==> config.mk <==
export PLATFORM = sky130hd
export DESIGN_NAME = seq_tx_pattern
export DESIGN_NICKNAME = d
export VERILOG_FILES = /design/src/rtl/seq_tx_pkg.sv /design/src/rtl/seq_tx_shifter.sv /design/src/rtl/seq_tx_pattern.sv
export SDC_FILE = /design/constraint.sdc
export NUM_CORES = 1
export LEC_CHECK = 0
export BUFFER_PORTS_ARGS = -buffer_cell sky130_fd_sc_hd__buf_2
export CORE_UTILIZATION = 30
export CTS_BUF_LIST = sky130_fd_sc_hd__clkbuf_16
export CTS_CLUSTER_DIAMETER = 50
export DETAILED_ROUTE_END_ITERATION = 8
export GPL_TIMING_DRIVEN = 0
export PLACE_DENSITY = 0.53
export SYNTH_ARGS = -nofsm -noshare
export SYNTH_HDL_FRONTEND = slang
export SYNTH_SLANG_ARGS = --single-unit
==> constraint.sdc <==
create_clock -name clk -period 3.2 [get_ports clk]
set_input_delay 0.16 -clock clk [delete_from_list [all_inputs] [get_ports clk]]
set_output_delay 0.16 -clock clk [all_outputs]
set_load 0.03 [all_outputs]
==> src/rtl/seq_tx_pkg.sv <==
// Shared definitions for the serial pattern transmitter.
//   STATE_W          : width of the FSM state encoding
//   state_t          : transmitter FSM states
//   PAT_DEFAULT_1011 : built-in default pattern
package seq_tx_pkg;

  localparam int unsigned STATE_W = 2;

  typedef enum logic [STATE_W-1:0] {
    IDLE,
    SHIFT,
    GAP,
    DONE
  } state_t;

  localparam logic [3:0] PAT_DEFAULT_1011 = 4'b1011;

endpackage

==> src/rtl/seq_tx_shifter.sv <==
// Parallel-load, shift-left register with a bit-position counter.
// Ports:
//   clk, reset : clock, synchronous active-high reset
//   load       : load data into the register, clear the bit counter
//   shift      : shift left one bit, advance the bit counter
//   data       : parallel load value
//   msb        : current MSB (the bit being transmitted), a flop output
//   last_bit   : bit counter is at PAT_W-1
//   next_last  : bit counter is at PAT_W-2 (the next shift reaches the last bit)
module seq_tx_shifter #(
  parameter int unsigned PAT_W = 4
) (
  input  logic             clk,
  input  logic             reset,
  input  logic             load,
  input  logic             shift,
  input  logic [PAT_W-1:0] data,
  output logic             msb,
  output logic             last_bit,
  output logic             next_last
);

  localparam int unsigned BC_W = $clog2(PAT_W);

  logic [PAT_W-1:0] sreg;
  logic [BC_W-1:0]  bit_cnt;

  always_ff @(posedge clk) begin
    if (reset) begin
      sreg    <= '0;
      bit_cnt <= '0;
    end else if (load) begin
      sreg    <= data;
      bit_cnt <= '0;
    end else if (shift) begin
      sreg    <= {sreg[PAT_W-2:0], 1'b0};
      bit_cnt <= bit_cnt + BC_W'(1);
    end
  end

  assign msb       = sreg[PAT_W-1];
  assign last_bit  = (bit_cnt == BC_W'(PAT_W - 1));
  assign next_last = (bit_cnt == BC_W'(PAT_W - 2));

endmodule

==> src/rtl/seq_tx_pattern.sv <==
// Serial pattern transmitter: sends a PAT_W-bit pattern MSB first, repeated
// repeat_cnt times with gap_len idle cycles between repetitions.
// Optional feature macro: SEQ_TX_ABORT_EN (adds abort input / aborted output).
// Ports:
//   clk, reset   : clock, synchronous active-high reset
//   start        : begin a transmission (sampled only while ready=1)
//   use_default  : 1 = send PAT_DEFAULT, 0 = send pattern
//   pattern      : pattern to send, bit PAT_W-1 first
//   repeat_cnt   : number of repetitions, 0 = request ignored
//   gap_len      : idle cycles between repetitions
//   abort        : (SEQ_TX_ABORT_EN) cancel transmission in SHIFT/GAP
//   aborted      : (SEQ_TX_ABORT_EN) one-cycle pulse after an abort
//   ready        : high in IDLE
//   busy         : high in SHIFT, GAP and DONE
//   out_bit      : serial data
//   out_valid    : out_bit carries pattern data
//   pat_done     : pulse with the last bit of each repetition
//   all_done     : pulse in the cycle after the final repetition
module seq_tx_pattern
  import seq_tx_pkg::*;
#(
  parameter int unsigned      PAT_W       = 4,
  parameter logic [PAT_W-1:0] PAT_DEFAULT = PAT_W'(PAT_DEFAULT_1011),
  parameter int unsigned      CNT_W       = 8,
  parameter int unsigned      GAP_W       = 4
) (
  input  logic             clk,
  input  logic             reset,
  input  logic             start,
  input  logic             use_default,
  input  logic [PAT_W-1:0] pattern,
  input  logic [CNT_W-1:0] repeat_cnt,
  input  logic [GAP_W-1:0] gap_len,
`ifdef SEQ_TX_ABORT_EN
  input  logic             abort,
  output logic             aborted,
`endif
  output logic             ready,
  output logic             busy,
  output logic             out_bit,
  output logic             out_valid,
  output logic             pat_done,
  output logic             all_done
);

  state_t           state;
  logic [PAT_W-1:0] pat_q;
  logic [CNT_W-1:0] rep_cnt;
  logic [GAP_W-1:0] gap_q;
  logic [GAP_W-1:0] gap_cnt;

  logic             sh_load;
  logic             sh_shift;
  logic [PAT_W-1:0] sh_data;
  logic             last_bit;
  logic             next_last;
  logic             abort_req;

`ifdef SEQ_TX_ABORT_EN
  assign abort_req = abort;
`else
  assign abort_req = 1'b0;
`endif

  // The shift register is loaded with zeros whenever transmission stops, so
  // its MSB flop can drive out_bit directly and reads 0 outside SHIFT.
  always_comb begin
    sh_load  = 1'b0;
    sh_shift = 1'b0;
    sh_data  = '0;
    case (state)
      IDLE: begin
        if (start && (repeat_cnt != '0)) begin
          sh_load = 1'b1;
          sh_data = use_default ? PAT_DEFAULT : pattern;
        end
      end
      SHIFT: begin
        if (abort_req) begin
          sh_load = 1'b1;
        end else if (last_bit) begin
          sh_load = 1'b1;
          if ((rep_cnt > CNT_W'(1)) && (gap_q == '0))
            sh_data = pat_q;
        end else begin
          sh_shift = 1'b1;
        end
      end
      GAP: begin
        if (!abort_req && (gap_cnt == GAP_W'(1))) begin
          sh_load = 1'b1;
          sh_data = pat_q;
        end
      end
      default: ;
    endcase
  end

  seq_tx_shifter #(
    .PAT_W(PAT_W)
  ) u_shifter (
    .clk      (clk),
    .reset    (reset),
    .load     (sh_load),
    .shift    (sh_shift),
    .data     (sh_data),
    .msb      (out_bit),
    .last_bit (last_bit),
    .next_last(next_last)
  );

  // Outputs are set on the edge that enters the cycle they describe, so
  // pat_done is raised one bit early (next_last) to line up with the last bit.
  always_ff @(posedge clk) begin
    if (reset) begin
      state     <= IDLE;
      pat_q     <= '0;
      rep_cnt   <= '0;
      gap_q     <= '0;
      gap_cnt   <= '0;
      ready     <= 1'b1;
      busy      <= 1'b0;
      out_valid <= 1'b0;
      pat_done  <= 1'b0;
      all_done  <= 1'b0;
    end else begin
      pat_done <= 1'b0;
      all_done <= 1'b0;
      case (state)
        IDLE: begin
          if (start && (repeat_cnt != '0)) begin
            pat_q     <= sh_data;
            rep_cnt   <= repeat_cnt;
            gap_q     <= gap_len;
            state     <= SHIFT;
            ready     <= 1'b0;
            busy      <= 1'b1;
            out_valid <= 1'b1;
          end
        end
        SHIFT: begin
          if (abort_req) begin
            state     <= IDLE;
            ready     <= 1'b1;
            busy      <= 1'b0;
            out_valid <= 1'b0;
          end else if (last_bit) begin
            if (rep_cnt != '0)
              rep_cnt <= rep_cnt - CNT_W'(1);
            if (rep_cnt > CNT_W'(1)) begin
              if (gap_q != '0) begin
                state     <= GAP;
                gap_cnt   <= gap_q;
                out_valid <= 1'b0;
              end
            end else begin
              state     <= DONE;
              out_valid <= 1'b0;
              all_done  <= 1'b1;
            end
          end else if (next_last) begin
            pat_done <= 1'b1;
          end
        end
        GAP: begin
          if (abort_req) begin
            state <= IDLE;
            ready <= 1'b1;
            busy  <= 1'b0;
          end else if (gap_cnt == GAP_W'(1)) begin
            state     <= SHIFT;
            out_valid <= 1'b1;
          end else begin
            gap_cnt <= gap_cnt - GAP_W'(1);
          end
        end
        DONE: begin
          state <= IDLE;
          ready <= 1'b1;
          busy  <= 1'b0;
        end
        default: state <= IDLE;
      endcase
    end
  end

`ifdef SEQ_TX_ABORT_EN
  always_ff @(posedge clk) begin
    if (reset)
      aborted <= 1'b0;
    else
      aborted <= abort && ((state == SHIFT) || (state == GAP));
  end
`endif

endmodule

==> results_dict.tcl <==
set metrics [dict create \
    cp_slowest_stage_delay_ps 440 \
    path_cells "inv_1 > ha_1 > buf_4 > inv_2 > buf_2 > nor2_1 > buf_1 > mux2_2 > a221o_1" \
    fin_crit_sh_pct 75.2 \
    ys_seq_elements 33 \
    drc 0 \
    crit_path_start "state[1]" \
    rows 28 \
    internal_power_mw 1.33 \
    grt_usage_pct 15.2 \
    rsz0062_at_grt "no" \
    crit-reg2reg-launch "state[1]" \
    cp-end-kind "flip-flop" \
    start_util_pct 31.7 \
    avgRoutedWirePerCell_um 13.8 \
    hold_path.class "input port to flip-flop" \
    critPathTopFamily "buffers and inverters" \
    synth_compound_area_share_pct 27.4 \
    synth_xor_area_share_pct 0.916 \
    swShare_pct 38.5 \
    io_pins 26 \
    use_met2_pct 24.3 \
    cp.required_ps 3370 \
    path_max_fanout 10 \
    worstPathArrival_ps 2570 \
    synth_adder_area_share_pct 8.51 \
    cts_resized 0 \
    finalSetupViolations 0 \
    antenna_found_initial 0 \
    dieArea_sq_um 6700 \
    yosys-mux-area-fraction_pct 3.60 \
    met3_usage_pct 4.11 \
    netlist_area_sq_um 1910 \
    clkPwrFrac_pct 29.1 \
    fin_tns_setup_ps 0 \
    utilization_pct 38.5 \
    io_buffers 25 \
    max_slew_margin_pct 52.1 \
    skew_ps 4.15 \
    core_area_sq_um 6030 \
    synth_cells 219 \
    yosys.area_share.simple_pct 19.5 \
    insertion_delay_ps 280 \
    cts_tree "done" \
    crit_buf_inv 5 \
    drive_gt1_share_pct 20.6 \
    p_switching_mw 0.829 \
    cts-root-buf "clkbuf_16" \
    cts_sinks 33 \
    syn_to_final_growth_pct 21.4 \
    status "completed" \
    synth-seq-area-share_pct 34.6 \
    die_x_um 81.8 \
    num_antenna_cells 0 \
    avgSynthCellArea_sq_um 8.73 \
    drt-total-wl_um 4510 \
    drt_iter0_markers 141 \
    clk_pin_slew_ps 50 \
    nets 284 \
    max_freq_mhz 415 \
    leakage_nw 0.950 \
    cts_buffers 5 \
    cp-start-kind "flip-flop" \
    combPwrFrac_pct 42.6 \
    slew_viol_final 0 \
    grtUsageMet1_pct 20.2 \
    worstMarginPinSlew_ps 712 \
    ant_nets 0 \
    overflow 0 \
    ir_worst_vdd_uv 330 \
    synth_cell_types 61 \
    yosysWarnings 0 \
    async_flop_share_pct 0 \
    synth_flop_cell "dfxtp_1" \
    num_vias 1693 \
    fin_crit_ps 2410 \
    maxCapViolCount 0 \
    crit_slowest_cell "buf_1" \
    dr.pass1.iters 6 \
    finalHoldViolCount 0 \
    synth_edf_count 0 \
    path_class "flip-flop to flip-flop" \
    die_height_um 81.8 \
    p_seq_share_pct 28.3 \
    cts_htree_levels 2 \
    first_global_vias 1605 \
    grt_pass1_wl_um 7720 \
    cts_setup_buffers 0 \
    postCtsHoldBufs 0 \
    synth_nets 252 \
    powerDensity_nw_per_um2 928 \
    grt_busiest_layer "met2" \
    synth_top_family_by_area "compound AO/OA/AOI/OAI gates" \
    grt_max_degree 12 \
    place_congestion 0.842 \
    via_per_inst 5.18 \
    hold_start "gap_len[2]" \
    cts_buffer_depth 2 \
    hpwl_um 3310 \
]
==> path summary, 6_finish.rpt <==
path | slack, ps | cells after the start | to
max | 790 | 9 | u_shifter.sreg[3]
min | 120 | 3 | gap_q[2]
max reg2reg | 790 | 9 | u_shifter.sreg[3]
min reg2reg | 450 | 1 | pat_q[0]
==> cells by family (layout without fill, tap and decap cells) <==
group	Yosys count	in the layout
AND/OR/NAND/NOR	71	71
AO/OA/AOI/OAI	69	69
flip-flops	33	33
buffers and inverters	25	58
adder cells (fa/ha/maj)	13	13
multiplexers	6	6
XOR/XNOR	2	2
==> layout make-up <==
class / instances / area, sq um
plain buffers: 9 / 46.3
clock buffers: 5 / 125
clock inverters: 3 / 65.1
fillers: 623 / 3700
inverters: 16 / 60.1
multi-input cells: 161 / 1140
flip-flops and latches: 33 / 661
well taps: 75 / 93.8
repair buffers: 25 / 125
==> worst min-delay path, stage by stage <==
cell     delay [ps]
buf_2            90
nand2_1          50
a21oi_1          50
==> synthesized netlist by cell type, drive strengths merged (2+ instances only) <==
library cell / number / area [sq um]
a221o: 4 / 40.0
nor4: 2 / 12.5
nor3: 7 / 51.3
nand2b: 2 / 12.5
nor2b: 3 / 18.8
a21oi: 20 / 111
mux2i: 2 / 20.0
a21o: 6 / 45.0
xnor2: 2 / 17.5
nand2: 20 / 75.1
o32ai: 5 / 43.8
a31oi: 2 / 12.5
a211oi: 4 / 35.0
nand3: 3 / 15.0
inv: 15 / 56.3
and3: 2 / 12.5
o21ai: 8 / 40.0
nor2: 19 / 73.8
mux2: 4 / 48.8
o311ai: 3 / 26.3
clkbuf: 3 / 11.3
buf: 6 / 35.0
dfxtp: 33 / 661
ha: 13 / 163
o31a: 3 / 26.3
nand4: 3 / 18.8
or4: 3 / 30.0
==> placed cells by master (no fill, tap or decap), types with 4 or more instances in the layout <==
master,n
o32ai_1,5
nor3_1,5
a221o_1,4
inv_1,14
dfxtp_1,33
o21ai_0,4
nor2_1,18
a21o_1,6
buf_2,26
clkbuf_16,5
a21oi_1,19
nand2_1,20
ha_1,13
o21ai_1,4
==> power groups by stage <==
| stage | Combinational [mW] | Sequential [mW] | Clock [mW] |
|---|---|---|---|
| after floorplan | 0.681 | 0.634 | 0 |
| after global placement | 0.909 | 0.617 | 0 |
| after detailed placement | 0.912 | 0.618 | 0 |
| after CTS | 0.917 | 0.610 | 0.634 |
| after global routing | 1.03 | 0.625 | 0.666 |
| final | 0.917 | 0.611 | 0.627 |
==> registers in the layout, indices dropped and copies added, names as in the netlist, 2 cells and up <==
register and cells:
pat_q 4, gap_cnt 4, u_shifter.bit_cnt 2, gap_q 4, rep_cnt 8, state 2
u_shifter.sreg 4
==> per-stage QoR <==
step / worst slack (ps) / cells / cell area (sq um) / hold slack, ps / power, mW
2_1_floorplan: 1090 / 219 / 1910 / 296 / 1.31
3_3_place_gp: 773 / 319 / 2130 / 410 / 1.53
3_5_place_dp: 765 / 319 / 2130 / 410 / 1.53
4_1_cts: 764 / 327 / 2320 / 118 / 2.16
5_1_grt: 644 / 327 / 2320 / 125 / 2.32
6_report: 793 / 327 / 2320 / 124 / 2.15
==> routing by layer <==
layer	share of wire, %	vias to the layer above
met4	0.98	0
li1	-	872
met5	0	-
met2	46	44
met3	5.0	5
met1	48	772
(Power assumes the default switching activity.)
